===== config.mk =====
export PLATFORM = sky130hd
export DESIGN_NAME = diagv2_ecall_handler_flat
export DESIGN_NICKNAME = d
export VERILOG_FILES = /design/src/rtl/diagv2_ecall_handler_if.sv /design/src/rtl/diagv2_ecall_handler.sv /design/src/flat_wrapper.sv
export SDC_FILE = /design/constraint.sdc
export NUM_CORES = 1
export LEC_CHECK = 0
export BUFFER_PORTS_ARGS = -buffer_cell sky130_fd_sc_hd__buf_2
export CAP_MARGIN = 20
export CORE_ASPECT_RATIO = 0.8
export CORE_MARGIN = 3
export CORE_UTILIZATION = 49
export CTS_BUF_LIST = sky130_fd_sc_hd__clkbuf_8 sky130_fd_sc_hd__clkbuf_16
export DETAILED_ROUTE_END_ITERATION = 8
export PLACE_DENSITY = 0.75
export SETUP_SLACK_MARGIN = 0.15
export SYNTH_ARGS = -nofsm -noshare
export SYNTH_HDL_FRONTEND = slang
export SYNTH_SLANG_ARGS = --single-unit

===== constraint.sdc =====
create_clock -name clk -period 3.3 [get_ports clk]
set_input_delay 0 -clock clk [delete_from_list [all_inputs] [get_ports clk]]
set_output_delay 0 -clock clk [all_outputs]
set_load 0.01 [all_outputs]

===== src/rtl/diagv2_ecall_handler_if.sv =====
// Memory read port and console byte channel of the ecall handler.
// master: handler side (mem_req/mem_addr/tx_*), slave: memory + console.
interface diagv2_ecall_handler_if #(
  parameter int ADDR_BITS = 32
);
  logic                 mem_req;
  logic [ADDR_BITS-1:0] mem_addr;
  logic [7:0]           mem_rdata;
  logic [7:0]           tx_data;
  logic                 tx_valid;
  logic                 tx_ready;

  modport master (
    output mem_req, mem_addr, tx_data, tx_valid,
    input  mem_rdata, tx_ready
  );

  modport slave (
    input  mem_req, mem_addr, tx_data, tx_valid,
    output mem_rdata, tx_ready
  );
endinterface


===== src/rtl/diagv2_ecall_handler.sv =====
// Hardware ecall responder: freezes the core, runs EXIT/WRITE, else ENOSYS.
// Ports: clk/reset, ecall + a7/a0/a1/a2 in, stall/resume/rd_* and halt/exit_code/invalid_ecall out, bus = mem + console.
module diagv2_ecall_handler #(
  parameter int DATA_BITS     = 64,
  parameter int ADDR_BITS     = 32,
  parameter int MAX_WRITE_LEN = 4096
) (
  input  logic                 clk,
  input  logic                 reset,
  input  logic                 ecall,
  input  logic [DATA_BITS-1:0] a7_sys,
  input  logic [DATA_BITS-1:0] a0_arg,
  input  logic [DATA_BITS-1:0] a1_arg,
  input  logic [DATA_BITS-1:0] a2_arg,
  output logic                 stall,
  output logic                 resume,
  output logic                 rd_we,
  output logic [DATA_BITS-1:0] rd_wdata,
  output logic                 halt,
  output logic [DATA_BITS-1:0] exit_code,
  output logic                 invalid_ecall,
  diagv2_ecall_handler_if.master bus
);

  localparam int CW = $clog2(MAX_WRITE_LEN + 1);

  localparam logic [DATA_BITS-1:0] SYS_EXIT  = DATA_BITS'(93);
  localparam logic [DATA_BITS-1:0] SYS_WRITE = DATA_BITS'(64);
  localparam logic [DATA_BITS-1:0] RET_EBADF = DATA_BITS'(-9);
  localparam logic [DATA_BITS-1:0] RET_NOSYS = DATA_BITS'(-38);
  localparam logic [DATA_BITS-1:0] MAX_LEN   = DATA_BITS'(MAX_WRITE_LEN);

  typedef enum logic [2:0] {
    S_IDLE,
    S_DECODE,
    S_FETCH,
    S_WAIT,
    S_SEND,
    S_RETURN,
    S_RELEASE,
    S_HALTED
  } state_t;

  state_t state, state_nx;

  logic [DATA_BITS-1:0] sys_q;
  logic [DATA_BITS-1:0] fd_q;
  logic [DATA_BITS-1:0] buf_q;
  logic [DATA_BITS-1:0] len_q;
  logic [DATA_BITS-1:0] ret_q;
  logic [DATA_BITS-1:0] exit_q;
  logic [CW-1:0]        cnt_q;
  logic [CW-1:0]        idx_q;
  logic [7:0]           tx_q;

  logic is_exit;
  logic is_write;
  logic fd_ok;
  logic len_zero;
  logic last_byte;

  assign is_exit   = (sys_q == SYS_EXIT);
  assign is_write  = (sys_q == SYS_WRITE);
  assign fd_ok     = (fd_q == DATA_BITS'(1)) ||
                     (fd_q == DATA_BITS'(2));
  assign len_zero  = (len_q == '0);
  assign last_byte = ((idx_q + CW'(1)) == cnt_q);

  // State register
  always_ff @(posedge clk) begin
    if (reset) state <= S_IDLE;
    else       state <= state_nx;
  end

  // Next-state logic
  always_comb begin
    state_nx = state;
    unique case (state)
      S_IDLE:    if (ecall) state_nx = S_DECODE;
      S_DECODE: begin
        unique case (1'b1)
          is_exit:  state_nx = S_HALTED;
          is_write: state_nx = (fd_ok && !len_zero) ?
                               S_FETCH : S_RETURN;
          default:  state_nx = S_RETURN;
        endcase
      end
      S_FETCH:   state_nx = S_WAIT;
      S_WAIT:    state_nx = S_SEND;
      S_SEND: begin
        if (bus.tx_ready)
          state_nx = last_byte ? S_RETURN : S_FETCH;
      end
      S_RETURN:  state_nx = S_RELEASE;
      // A still-high ecall belongs to the call just serviced.
      S_RELEASE: if (!ecall) state_nx = S_IDLE;
      S_HALTED:  state_nx = S_HALTED;
      default:   state_nx = S_IDLE;
    endcase
  end

  // Call context and datapath registers
  always_ff @(posedge clk) begin
    if (reset) begin
      sys_q  <= '0;
      fd_q   <= '0;
      buf_q  <= '0;
      len_q  <= '0;
      ret_q  <= '0;
      exit_q <= '0;
      cnt_q  <= '0;
      idx_q  <= '0;
      tx_q   <= '0;
    end else begin
      unique case (state)
        S_IDLE: begin
          if (ecall) begin
            sys_q <= a7_sys;
            fd_q  <= a0_arg;
            buf_q <= a1_arg;
            len_q <= a2_arg;
          end
        end
        S_DECODE: begin
          unique case (1'b1)
            is_exit: exit_q <= fd_q;
            is_write: begin
              if (!fd_ok)        ret_q <= RET_EBADF;
              else if (len_zero) ret_q <= '0;
              else begin
                cnt_q <= (len_q > MAX_LEN) ?
                         CW'(MAX_WRITE_LEN) : CW'(len_q);
                idx_q <= '0;
              end
            end
            default: ret_q <= RET_NOSYS;
          endcase
        end
        S_WAIT: tx_q <= bus.mem_rdata;
        S_SEND: begin
          if (bus.tx_ready) begin
            idx_q <= idx_q + CW'(1);
            if (last_byte) ret_q <= DATA_BITS'(cnt_q);
          end
        end
        default: ;
      endcase
    end
  end

  // Outputs
  always_comb begin
    stall         = ecall || (state != S_IDLE);
    resume        = (state == S_RETURN);
    rd_we         = (state == S_RETURN);
    rd_wdata      = (state == S_RETURN) ? ret_q : '0;
    halt          = (state == S_HALTED);
    exit_code     = exit_q;
    invalid_ecall = (state == S_DECODE) && !is_exit && !is_write;
    bus.mem_req   = (state == S_FETCH);
    // Address wraps modulo 2^ADDR_BITS.
    bus.mem_addr  = (state == S_FETCH) ?
                    ADDR_BITS'(buf_q + DATA_BITS'(idx_q)) : '0;
    bus.tx_valid  = (state == S_SEND);
    bus.tx_data   = tx_q;
  end

endmodule


===== src/flat_wrapper.sv =====
// flat-port wrapper written by rule: the top's interface ports become plain ports
module diagv2_ecall_handler_flat 
#(
  parameter int DATA_BITS     = 64,
  parameter int ADDR_BITS     = 32,
  parameter int MAX_WRITE_LEN = 4096
)
  (clk, reset, ecall, a7_sys, a0_arg, a1_arg, a2_arg, stall, resume, rd_we, rd_wdata, halt, exit_code, invalid_ecall, bus_mem_req, bus_mem_addr, bus_tx_data, bus_tx_valid, bus_mem_rdata, bus_tx_ready);
  diagv2_ecall_handler_if #(.ADDR_BITS(ADDR_BITS)) bus_i ();
  input  logic clk;
  input  logic reset;
  input  logic ecall;
  input  logic [DATA_BITS-1:0] a7_sys;
  input  logic [DATA_BITS-1:0] a0_arg;
  input  logic [DATA_BITS-1:0] a1_arg;
  input  logic [DATA_BITS-1:0] a2_arg;
  output logic stall;
  output logic resume;
  output logic rd_we;
  output logic [DATA_BITS-1:0] rd_wdata;
  output logic halt;
  output logic [DATA_BITS-1:0] exit_code;
  output logic invalid_ecall;
  output wire logic [$bits(bus_i.mem_req)-1:0] bus_mem_req;
  output wire logic [$bits(bus_i.mem_addr)-1:0] bus_mem_addr;
  output wire logic [$bits(bus_i.tx_data)-1:0] bus_tx_data;
  output wire logic [$bits(bus_i.tx_valid)-1:0] bus_tx_valid;
  input wire logic [$bits(bus_i.mem_rdata)-1:0] bus_mem_rdata;
  input wire logic [$bits(bus_i.tx_ready)-1:0] bus_tx_ready;
  assign bus_mem_req = bus_i.mem_req;
  assign bus_mem_addr = bus_i.mem_addr;
  assign bus_tx_data = bus_i.tx_data;
  assign bus_tx_valid = bus_i.tx_valid;
  assign bus_i.mem_rdata = bus_mem_rdata;
  assign bus_i.tx_ready = bus_tx_ready;
  diagv2_ecall_handler #(.DATA_BITS(DATA_BITS), .ADDR_BITS(ADDR_BITS), .MAX_WRITE_LEN(MAX_WRITE_LEN)) u_core (.clk(clk), .reset(reset), .ecall(ecall), .a7_sys(a7_sys), .a0_arg(a0_arg), .a1_arg(a1_arg), .a2_arg(a2_arg), .stall(stall), .resume(resume), .rd_we(rd_we), .rd_wdata(rd_wdata), .halt(halt), .exit_code(exit_code), .invalid_ecall(invalid_ecall), .bus(bus_i));
endmodule

* After elaboration in Yosys (flattened, before gate mapping)
Cells that the tools add are included.
** Word-level totals
- Word-level logic and storage cells :: 74
- Bits of input ports :: 268
- Output and inout port bits :: 175
- Register bits after elaboration :: 389
** Operators by class
- Bitwise operators :: 1
- Add/subtract/negate cells :: 2
- Mux-type cells :: 21
- Reductions and logical operators :: 18
- Eq/ne operators :: 21
- Order comparisons :: 1
** Operators with widths (number)
- two-way mux 64 bit :: 5
- case mux 64 bit (2 select lines) :: 2
- == test 64 x 7 -> 1 bit (second input constant) :: 2
- two-way mux 13 bit :: 5
- == test 64 x 1 -> 1 bit (second input constant) :: 1
- == test 64 x 2 -> 1 bit (second input constant) :: 1
- > comparator 64 x 13 -> 1 bit (second input constant) :: 1
- zero test 64 bit :: 1
- adder 32 x 13 -> 32 bit :: 1
- two-way mux 32 bit :: 1
- case mux 13 bit (2 select lines) :: 1
- case mux 3 bit (8 select lines) :: 1
- two-way mux 3 bit :: 5
- adder 13 x 1 -> 13 bit (second input constant) :: 1
- == test 13 bit :: 1
- == test 3 bit (second input constant) :: 4
- AND reduction 5 bit :: 2
- inequality test 2 x 1 -> 1 bit (second input constant) :: 4
- inequality test 2 bit (second input constant) :: 4
- == test 3 x 2 -> 1 bit (second input constant) :: 2
- case mux 3 bit (2 select lines) :: 1
- inequality test 4 bit (second input constant) :: 1
- AND reduction 2 bit :: 2
- AND reduction 4 bit :: 1
- other kinds (9) :: 14

* Longest topological paths before layout
Gate-level depths: netlist of run 1.
- Word-level depth :: 6
- Depth in mapped cells :: 11
- Depth with buffers taken out :: 10

* Worst setup path before layout of run 1
No wires, ideal clock.
- Path type :: register to register
- From :: register u_core.idx_q[1]
- To :: register u_core.ret_q[10]
- Period minus slack after synthesis :: 2527 ps
- Slack :: 773 ps
- Required time :: 3214 ps
- Library setup time :: 86 ps
- Stages on the path, launching flop included :: 10
- Arrival :: 2441 ps
- Path buffers :: 1
- Path through :: dfxtp_1 ha_1 nand3_4 or3_4 a2111oi_4 nand4_1 nor4_2 o21ai_2 buf_6 a221oi_2
** On the way
- Cells in the longest elaborated chain, start to end :: 4
** Ends and longest elaborated chain
- start: declaration :: RTL line diagv2_ecall_handler.sv:53 : logic [CW-1:0] idx_q;
- start signal: assignment :: RTL line diagv2_ecall_handler.sv:142 : idx_q <= idx_q + CW'(1);
- adder 13 x 1 -> 13 bit :: RTL line diagv2_ecall_handler.sv:67 : assign last_byte = ((idx_q + CW'(1)) == cnt_q);
- == test 13 bit :: RTL line diagv2_ecall_handler.sv:67
- inequality test 2 x 1 -> 1 bit (no line)
- AND reduction 5 bit (no line)
- end signal: assignment :: RTL line diagv2_ecall_handler.sv:143 : if (last_byte) ret_q <= DATA_BITS'(cnt_q);
- end: declaration :: RTL line diagv2_ecall_handler.sv:50 : logic [DATA_BITS-1:0] ret_q;
No other way between the ends.
A chain may end at the register's enable or synchronous reset.

* Worst setup path in the final report of run 1
- From :: register u_core.buf_q[14]
- To :: output port bus_mem_addr[29]
** On the way
- Cells in the longest elaborated chain, start to end :: 2
** Ends and longest elaborated chain
- start: declaration :: RTL line diagv2_ecall_handler.sv:48 : logic [DATA_BITS-1:0] buf_q;
- start signal: assignment :: RTL line diagv2_ecall_handler.sv:120 : buf_q <= a1_arg;
- adder 32 x 13 -> 32 bit :: RTL line diagv2_ecall_handler.sv:163 : ADDR_BITS'(buf_q + DATA_BITS'(idx_q)) : '0;
- two-way mux 32 bit :: RTL line diagv2_ecall_handler.sv:162 : bus.mem_addr = (state == S_FETCH) ?
- end: declaration :: RTL line flat_wrapper.sv:25 : output wire logic [$bits(bus_i.mem_addr)-1:0] bus_mem_addr;
No other way between the ends.

==> metrics, run 1 <==
Num CTS Buffers 35; GR Util met2 0.505; count of flip-flops with a built-in enable after synthesis 0; Peak Freq around 320 MHz; Routed Wire Length 51600 µm; NumNets Final between 2000 and 3000; CTS clk-pin slew, worst paths 0.06 ns; status finished clean; final instance area 0.0206 mm²; post-layout util 0.697; largest net degree at the start of global routing 159; area of the core 0.0296 mm²; area leader, netlist dfxtp_1; Iter 0 DRT Violations 1588; worst reg-to-reg path cell count 9; setup TNS 0 ns; Placer Congestion 0.908; fillers 2240; worst hold path class input port to flip-flop; sequential area share after synthesis 0.457; Syn-to-layout area delta 38.7%; Pint 7.66 mW; Final Setup Violations 0; clock sinks 339; Slew @ Worst Pin 1.02 ns; NetSw about 3.3 mW; CP max stage delay 0.48 ns; I/O Buffers 410; vias per std cell 5.59; placed wire-length estimate 31000 µm; Avg Inst Size Synth 7.61 µm²; FFs w/ async S/R, synth 0; mux contribution to synthesized area 0.0103; commonest cells after routing, fill and taps aside nand2_1, buf_2, dfxtp_1; via count 16355; grt ovf 0; # DRC 0; Leak 8.53 nW; placed cell count around 2600; Worst setup SP type flip-flop; RR Endpoint u_core.ret_q[3]; met1 GRT Util 0.361; worst path required time 3.30 ns; antenna violations before repair 3; WS Path Type flip-flop to primary output; starting density of the core 0.503; crit path time final 3.13 ns; top cell type's share of synthesized area 0.457; r2r setup slk 0.41 ns; TritonCTS clock tree built; Mapped Nets 2235; unrepaired setup endpoints after global routing true; clock buffer depth 3; max-slew violation count 0; Slew HR 0.320; Crit path depth 8; DIE WIDTH 201 µm; unique cell type count in the Yosys netlist 74; worst skew pair latency about 0.54 ns; H-tree depth 2; DRT antenna net count 0; CP top delay family simple AND/OR/NAND/NOR gates; r2r startpoint u_core.idx_q[0]; Yosys reg bits 339; die area 0.0325 mm²; I/O pin count approximately 440; crit end category primary output; CTS root buf clkbuf_16; combinational family with the most area after synthesis simple AND/OR/NAND/NOR gates; Finished Layout Cells 2928; Post-Synth Adder-Cell Area 0.0131; Placement Cell Area 0.0169 mm²; DR pass1 iterations 7; crit-path cells nand4_2, nor3_2, and4_1, nand4_1, or3_4, or4_1, a21oi_1, buf_2; WL/cell roughly 18 µm; PwrDens around 530 mW/mm²; power consumption between 10 and 15 mW; Final Hold Fails 0; die height 162 µm; most used routing layer met2; GRT Total Usage 0.302; Cell Rows 56; max-cap viol count 0; predominant post-synthesis flop cell dfxtp_1; Post-Synth Simple-Gate Area 0.270; vias in the first global route 16038; compound-gate portion of the synthesized area 0.167; CP max stage cell or4_1; Sw Ratio 0.304; sequential share of power 0.436; yosys warns 0; Area contributors post-synth dfxtp_1, nand2_1, a21oi_1, clkbuf_1, buf_4; crit path capture bus_mem_addr[29]; WP data arrival 3.13 ns; CP Buf/Inv Count 1; Critical Path Fanout Max 6; final worst path period share 0.948; layout cells sized above 1 0.222; Crit. Startpoint u_core.buf_q[14]; power share of the combinational group 0.203; XOR/XNOR Fraction of Synth Area 0.0157; Syn Inst Count between 1500 and 2000; Clk pwr share 0.361; clock skew 0.0265 ns; WHS Path Cells 2; peak supply drop 0.425 mV; GR Util met3 0.0677; first-pass GRT wire length 81600 µm; Post-Syn Area around 0.015 mm²; most common cell after layout, fill and taps aside nand2_1
-- synth_stat cells, drive strengths merged (2+ instances only) --
cell	number
nand2	640
dfxtp	339
a21oi	328
clkbuf	113
buf	65
nor4	62
nor2	44
nand3	39
nor3	32
o21ai	30
inv	29
nand4	24
or3	20
ha	14
mux2i	13
xnor2	12
xor2	12
a221oi	10
a31oi	9
and3	9
a211oi	8
and2	8
and4	8
nor2b	6
o21a	6
o22ai	6
nand2b	5
or4	5
nor4b	4
o211ai	4
a2111oi	3
a21o	3
a32o	3
o21bai	3
o31ai	3
or2	3
a22oi	2
a31o	2
mux2	2
nor3b	2
o311ai	2
o32a	2
-- what timing repair did --
action | 4_1_cts | 5_1_grt
cloned | 1 | 0
hold buffers | 234 | 0
hold endpoints to repair | 236 | 0
pin swaps | 8 | 11
buffers inserted | 8 | 3
setup endpoints to repair | 19 | 22
gates resized for setup | 18 | 20
-- power groups by stage --
| stage | Sequential (mW) | Combinational (mW) | Clock (mW) |
|---|---|---|---|
| finish | 4.79 | 2.24 | 3.97 |
| global route | 4.83 | 2.46 | 4.20 |
| CTS | 4.76 | 2.14 | 4.05 |
| detailed placement | 4.85 | 1.91 | 0 |
| global placement | 4.83 | 1.87 | 0 |
| floorplan | 4.76 | 1.34 | 0 |
-- registers in the layout, summed over array words and instances (netlist names) --
| name | cells |
|---|---|
| u_core.state | 3 |
| u_core.cnt_q | 13 |
| u_core.fd_q | 64 |
| u_core.exit_code | 64 |
| u_core.ret_q | 14 |
| u_core.buf_q | 32 |
| u_core.bus.tx_data | 8 |
| u_core.sys_q | 64 |
| u_core.len_q | 64 |
| u_core.idx_q | 13 |
-- area by class of cell --
cell class                 instances  area (µm²)  area share
timing repair buffer             683        4800       0.233
antenna                            3        7.51    0.000364
inverter                          30         113     0.00546
tap                              406         508      0.0246
sequential                       339        6800       0.330
clock buffer                      42         972      0.0471
clock inverter                    19         179     0.00868
multi-input combinational       1406        7250       0.352
-- metal layers --
metal,routed length (µm),vias to the layer above
li1,-,7697
met1,20200,7492
met2,24300,914
met3,4210,252
met4,2970,0
met5,0,-
-- how the worst min path moves through the flow --
stage                     start                    end  slack [ns]
2_1_floorplan             ecall                  stall        0.13
3_3_place_gp   bus_mem_rdata[5]  u_core.bus.tx_data[5]        0.24
3_5_place_dp   bus_mem_rdata[0]  u_core.bus.tx_data[0]        0.24
4_1_cts                   reset  u_core.bus.tx_data[7]        0.04
5_1_grt                   reset        u_core.idx_q[5]        0.08
6_report                  reset        u_core.idx_q[5]        0.06
-- kinds of logic (layout without fill, tap and decap cells) --
family / after synthesis / after routing
buffers and inverters: 208 / 774
adders and majority gates: 15 / 15
other: 0 / 3
DFF: 339 / 339
muxes: 15 / 15
and+or+nand+nor: 915 / 915
xor gates and xnor gates: 25 / 25
AOI/OAI and AO/OA: 435 / 436
-- metrics by stage --
stage	hold slack, ns	setup WS (ns)
global route	0.0837	0.0485
finish	0.0569	0.171
CTS	0.0387	0.152
detailed placement	0.242	0.187
global placement	0.235	0.331
floorplan	0.126	0.773
(Power assumes the default switching activity.)
==> run 2, diff against run 1 <==
CORE_MARGIN = default   (was 3)
GPL_ROUTABILITY_DRIVEN = 0   (was default)
==> run 2 against run 1 <==
Net effect:
- register-to-register slack got worse by 0.13 ns
- die area down 4.4%
- via count grew 0.90%
- sequential power about the same
- clock skew rose by 0.0010 ns
- sequential share of layout area is 0.57 points lower
- largest cell class unchanged
- global-route usage up 1.3 points
- cell area grew 2.0%
==> metrics, run 2 (synthesized netlist as in run 1, its figures left out) <==
r2r startpoint u_core.len_q[15]; RR Endpoint u_core.ret_q[62]; Crit path depth 11 (+3); CP max stage cell or4b_1; setup TNS 0 ns (unchanged); vias in the first global route 15720 (-2.0%); pre-CTS WS 0.229 ns (+0.0414 ns); r2r setup slk 0.28 ns (-0.13 ns); most used cell, CP a31oi_2; I/O pin count 443 (unchanged); PwrDens 527 mW/mm² (-1.1%); Final Worst Setup Slack 0.176 ns (+0.00504 ns); final worst path period share 0.947 (-0.00153); largest net degree at the start of global routing 225 (+42%); worst reg-to-reg path cell count 7 (-2); unrepaired setup endpoints after global routing true; Final Hold Fails 0 (unchanged); CTS root buf clkbuf_16; Slew HR 0.298 (-0.0224); Syn-to-layout area delta 41.5%; GRT Total Usage 0.315 (+0.0131); die area 0.0310 mm² (-4.4%); placed wire-length estimate 29800 µm (-3.9%); WS Path Type flip-flop to primary output; power consumption 11.1 mW (+0.86%); TritonCTS clock tree built; Crit. Startpoint u_core.idx_q[1]; Hold Slack 0.248 ns (+0.191 ns); peak supply drop 0.370 mV (-13%); crit-path cells inv_1, fa_2, nor2b_2, o31a_1, o31ai_4, a31oi_2, a31oi_2, buf_6, or4b_1, a21oi_1, buf_2; crit path time final 3.12 ns (-0.00504 ns); NumNets Final 2819 (+1.5%); CP top delay family compound AO/OA/AOI/OAI gates; Slew @ Worst Pin 1.05 ns (+0.0337 ns); grt ovf 0 (unchanged); die height 158 µm (-2.5%); via count 16502 (+0.90%); status finished clean; Num CTS Buffers 35 (unchanged); worst hold path class input port to flip-flop; worst skew pair latency 0.54 ns (about the same); CTS clk-pin slew, worst paths 0.06 ns (about the same); most common cell after layout, fill and taps aside nand2_1; Worst setup SP type flip-flop; Routed Wire Length 51300 µm (-0.60%); vias per std cell 5.55 (-0.56%); Peak Freq 320 MHz (+0.16%); Iter 0 DRT Violations 1508 (-5.0%); CP max stage delay 0.47 ns (about the same); max-cap viol count 0 (unchanged); # DRC 0 (unchanged); Cell Rows 56 (unchanged); commonest cells after routing, fill and taps aside nand2_1, buf_2, dfxtp_1; crit end category primary output; clock skew 0.0275 ns (+0.00103 ns); first-pass GRT wire length 79200 µm (-2.9%); WL/cell 17.3 µm (-2.0%); WP data arrival 3.12 ns (about the same); clock buffer depth 3 (unchanged); DIE WIDTH 197 µm (-2.0%); crit path capture bus_mem_addr[30]; starting density of the core 0.503 (unchanged); DR pass1 iterations 7 (unchanged); Critical Path Fanout Max 9 (+3); Leak 8.81 nW (+3.3%); worst path required time 3.30 ns (about the same); clock sinks 339 (unchanged); antenna violations before repair 1 (-2); Final Setup Violations 0 (unchanged); I/O Buffers 410 (unchanged); area of the core 0.0296 mm² (unchanged); max-slew violation count 0 (unchanged); WHS Path Cells 4 (+2); CP Buf/Inv Count 3 (+2); DRT antenna net count 0 (unchanged); H-tree depth 2 (unchanged); layout cells sized above 1 0.217 (-0.00538)
run 2: cell count changes in the layout (fill, tap and decap cells not counted), moves of 3 or more:
cell	change
dlygate4sd3_1	+44
a21oi_1	+5
a21oi_2	-5
ha_4	+5
dfxtp_4	+4
inv_1	+4
a31oi_4	-3
clkinv_2	-3
dfxtp_1	-3
ha_1	-3
run 2: routing by layer:
metal | up-vias | global-route usage | routed length (µm)
met5 | - | 0 | 13
met4 | 2 | 0.183 | 2640
li1 | 7771 | - | -
met1 | 7648 | 0.373 | 20100
met3 | 223 | 0.0731 | 4090
met2 | 858 | 0.527 | 24400
run 2: metrics by stage:
stage	util	area [µm²]	cells
2_1_floorplan	-	14900	1952
3_3_place_gp	0.568	16800	2610
3_5_place_dp	0.568	16800	2610
4_1_cts	0.705	20900	2963
5_1_grt	0.711	21000	2969
6_report	0.711	21000	2971
run 2: cell type report:
| cell class | count | area [µm²] |
|---|---|---|
| fill | 2165 | 8540 |
| multi-input combinational | 1405 | 7240 |
| sequential | 339 | 6810 |
| timing repair buffer | 725 | 5190 |
| clock buffer | 43 | 997 |
| tap | 406 | 508 |
| clock inverter | 21 | 166 |
| inverter | 30 | 113 |
| antenna | 2 | 5.00 |
run 2: how the worst min path moves through the flow:
stage	from	endpoint	slack, ns
final	a7_sys[42]	u_core.sys_q[42]	0.25
after global routing	a0_arg[40]	u_core.fd_q[40]	0.26
after CTS	a7_sys[42]	u_core.sys_q[42]	0.23
after detailed placement	bus_mem_rdata[3]	u_core.bus.tx_data[3]	0.24
after global placement	bus_mem_rdata[0]	u_core.bus.tx_data[0]	0.23
after floorplan	ecall	stall	0.13
run 2: report_power, final:
group | leakage, nW | switching, mW | internal [mW]
sequential | 2.77 | 0.321 | 4.48
clock | 0.607 | 1.69 | 2.31
combinational | 5.43 | 1.35 | 0.945
run 2: repair_timing:
item                                   in CTS  in global routing
endpoints found under the hold margin     242                  0
hold buffers                              278                  0
gates resized for setup                    15                 27
pin swaps                                   8                  9
setup buffers                              10                  6
cloned                                      1                  0
setup endpoints to repair                  19                 39
run 2: worst min-delay path: cells and delay by family:
kind,cells,cell delay [ns]
AO/OA/AOI/OAI,1,0.05
buffers and inverters,2,0.65
AND/OR/NAND/NOR,1,0.04
==> run 3, diff against run 2 <==
CORE_ASPECT_RATIO = default   (was 0.8)
==> run 3 against run 2 <==
Net effect:
- non-clock buffer count fell by 45
- total power rose by 0.28%
- worst hold slack worse by 0.18 ns
- sequential power is essentially flat
- critical path depth up 1
- clock skew shrank 0.0025 ns
- first-iteration DRC count is essentially flat
- clock power up 3%
- combinational power is 3% lower
- register-to-register slack gained 0.05 ns
- worst setup slack worse by 0.022 ns
- fmax is 0.71% lower
- critical path type unchanged
- largest power group unchanged
- highest routed layer is now met4
==> metrics, run 3 (synthesized netlist as in run 1, its figures left out) <==
Final Setup Violations 0 (unchanged); clock sinks 339 (unchanged); Crit path depth 12 (+1); worst path required time 3.30 ns (about the same); H-tree depth 2 (unchanged); Sw Ratio 0.297 (-0.00605); Pint 7.82 mW (+1.2%); Slew @ Worst Pin 1.13 ns (+0.0731 ns); die area 0.0310 mm² (about the same); Crit. Startpoint u_core.buf_q[0]; status finished clean; met2 WL 24500 µm (+0.48%); TritonCTS clock tree built; uppermost layer routed met4; worst skew pair latency 0.52 ns (-0.02 ns); CP max stage cell fa_2; peak supply drop 0.442 mV (+19%); first-pass GRT wire length 78100 µm (-1.4%); Worst setup SP type flip-flop; NetSw 3.30 mW (-1.7%); I/O pin count 443 (unchanged); Hold Slack 0.0729 ns (-0.175 ns); max-slew violation count 0 (unchanged); final worst path period share 0.953 (+0.00677); Clk pwr share 0.368 (+0.007); Cell Rows 63 (+13%); CP Buf/Inv Count 3 (unchanged); unrepaired setup endpoints after global routing true; Syn-to-layout area delta 38.4%; fillers 2264 (+4.6%); Leak 8.54 nW (-3.0%); crit path time final 3.15 ns (+0.0223 ns); DR pass1 iterations 5 (-2); GRT Total Usage 0.312 (-0.00289); clock buffer depth 3 (unchanged); Peak Freq 318 MHz (-0.71%); setup TNS 0 ns (unchanged); vias in the first global route 15483 (-1.5%); CP max stage delay 0.37 ns (-0.10 ns); r2r startpoint u_core.fd_q[30]; vias per std cell 5.61 (+0.99%); max-cap viol count 0 (unchanged); HP Start reset; final instance area 0.0206 mm² (-2.2%); I/O Buffers 410 (unchanged); DIE WIDTH 176 µm (-10%); starting density of the core 0.500 (-0.00252); Routed Wire Length 50700 µm (-1.2%); sequential share of power 0.431 (-0.002); Iter 0 DRT Violations 1509 (+0.066%); power share of the combinational group 0.201 (-0.006); Placement Cell Area 0.0168 mm² (+0.18%); layout cells sized above 1 0.221 (+0.00396); most common cell after layout, fill and taps aside nand2_1; routed wl met3 3950 µm (-3.4%); grt ovf 0 (unchanged); M1 WL 19300 µm (-4.3%); most used cell, CP a31oi_2; die height 176 µm (+12%); CP top delay family compound AO/OA/AOI/OAI gates; antenna violations before repair 4 (+3); DRT antenna net count 0 (unchanged); crit-path cells ha_2, inv_1, fa_2, nor2b_4, o31a_1, o31ai_2, a31oi_2, a31oi_2, buf_4, or3_1, a21oi_2, buf_2; Critical Path Fanout Max 7 (-2); WL/cell 17.4 µm (+0.82%); worst hold path class input port to flip-flop; clock skew 0.0250 ns (-0.00252 ns); via count 16334 (-1.0%); WS Path Type flip-flop to primary output; largest net degree at the start of global routing 174 (-23%); commonest cells after routing, fill and taps aside nand2_1, buf_2, dfxtp_1; area of the core 0.0297 mm² (+0.50%); PwrDens 541 mW/mm² (+2.5%); WP data arrival 3.15 ns (+0.03 ns); placed wire-length estimate 29500 µm (-1.1%); CTS clk-pin slew, worst paths 0.06 ns (about the same); worst reg-to-reg path cell count 8 (+1); Slew HR 0.249 (-0.0487); # DRC 0 (unchanged); Final Hold Fails 0 (unchanged); WHS Path Cells 2 (-2); crit end category primary output; NumNets Final 2776 (-1.5%); Num CTS Buffers 37 (+5.7%); CTS root buf clkbuf_16
[run 3: layout make-up]
class / instances / area [µm²] / area share
clock inverters: 15 / 123 / 0.00596
multi-input cells: 1405 / 7200 / 0.350
inverters: 30 / 113 / 0.00548
well taps: 390 / 488 / 0.0237
diodes: 5 / 12.5 / 0.000608
clock buffers: 48 / 1080 / 0.0524
repair buffers: 680 / 4750 / 0.231
flip-flops and latches: 339 / 6800 / 0.331
[run 3: routing by layer]
| layer | vias up | GRT usage |
|---|---|---|
| met1 | 7502 | 0.363 |
| met5 | - | 0 |
| li1 | 7698 | - |
| met3 | 245 | 0.0659 |
| met2 | 889 | 0.528 |
| met4 | 0 | 0.185 |
[run 3: repair_timing]
action	4_1_cts	5_1_grt
hold buffers	234	0
hold endpoints to repair	234	0
gates resized for setup	13	21
pin swaps	6	11
setup buffers	6	5
gates cloned	0	0
setup endpoints to repair	19	24
[run 3: worst paths after layout]
kind / end / slack (ns)
worst min register to register: u_core.exit_code[56] / 0.45
worst max-delay path: bus_mem_addr[24] / 0.15
worst max register to register: u_core.ret_q[4] / 0.33
worst min-delay path: u_core.buf_q[6] / 0.07
[run 3: power by group through the flow]
| stage | Sequential [mW] | Clock [mW] | Combinational, mW |
|---|---|---|---|
| after floorplan | 4.76 | 0 | 1.34 |
| after global placement | 4.83 | 0 | 1.86 |
| after detailed placement | 4.85 | 0 | 1.90 |
| after CTS | 4.76 | 4.12 | 2.14 |
| after global routing | 4.83 | 4.30 | 2.44 |
| final | 4.79 | 4.10 | 2.23 |
[run 3: metrics by stage]
step	util	worst slack (ns)	power (mW)	cells
detailed placement	0.566	0.249	6.75	2599
global placement	0.566	0.367	6.70	2599
finish	0.692	0.154	11.1	2912
floorplan	-	0.773	6.10	1952
CTS	0.688	0.162	11.0	2902
global route	0.692	0.0498	11.6	2911
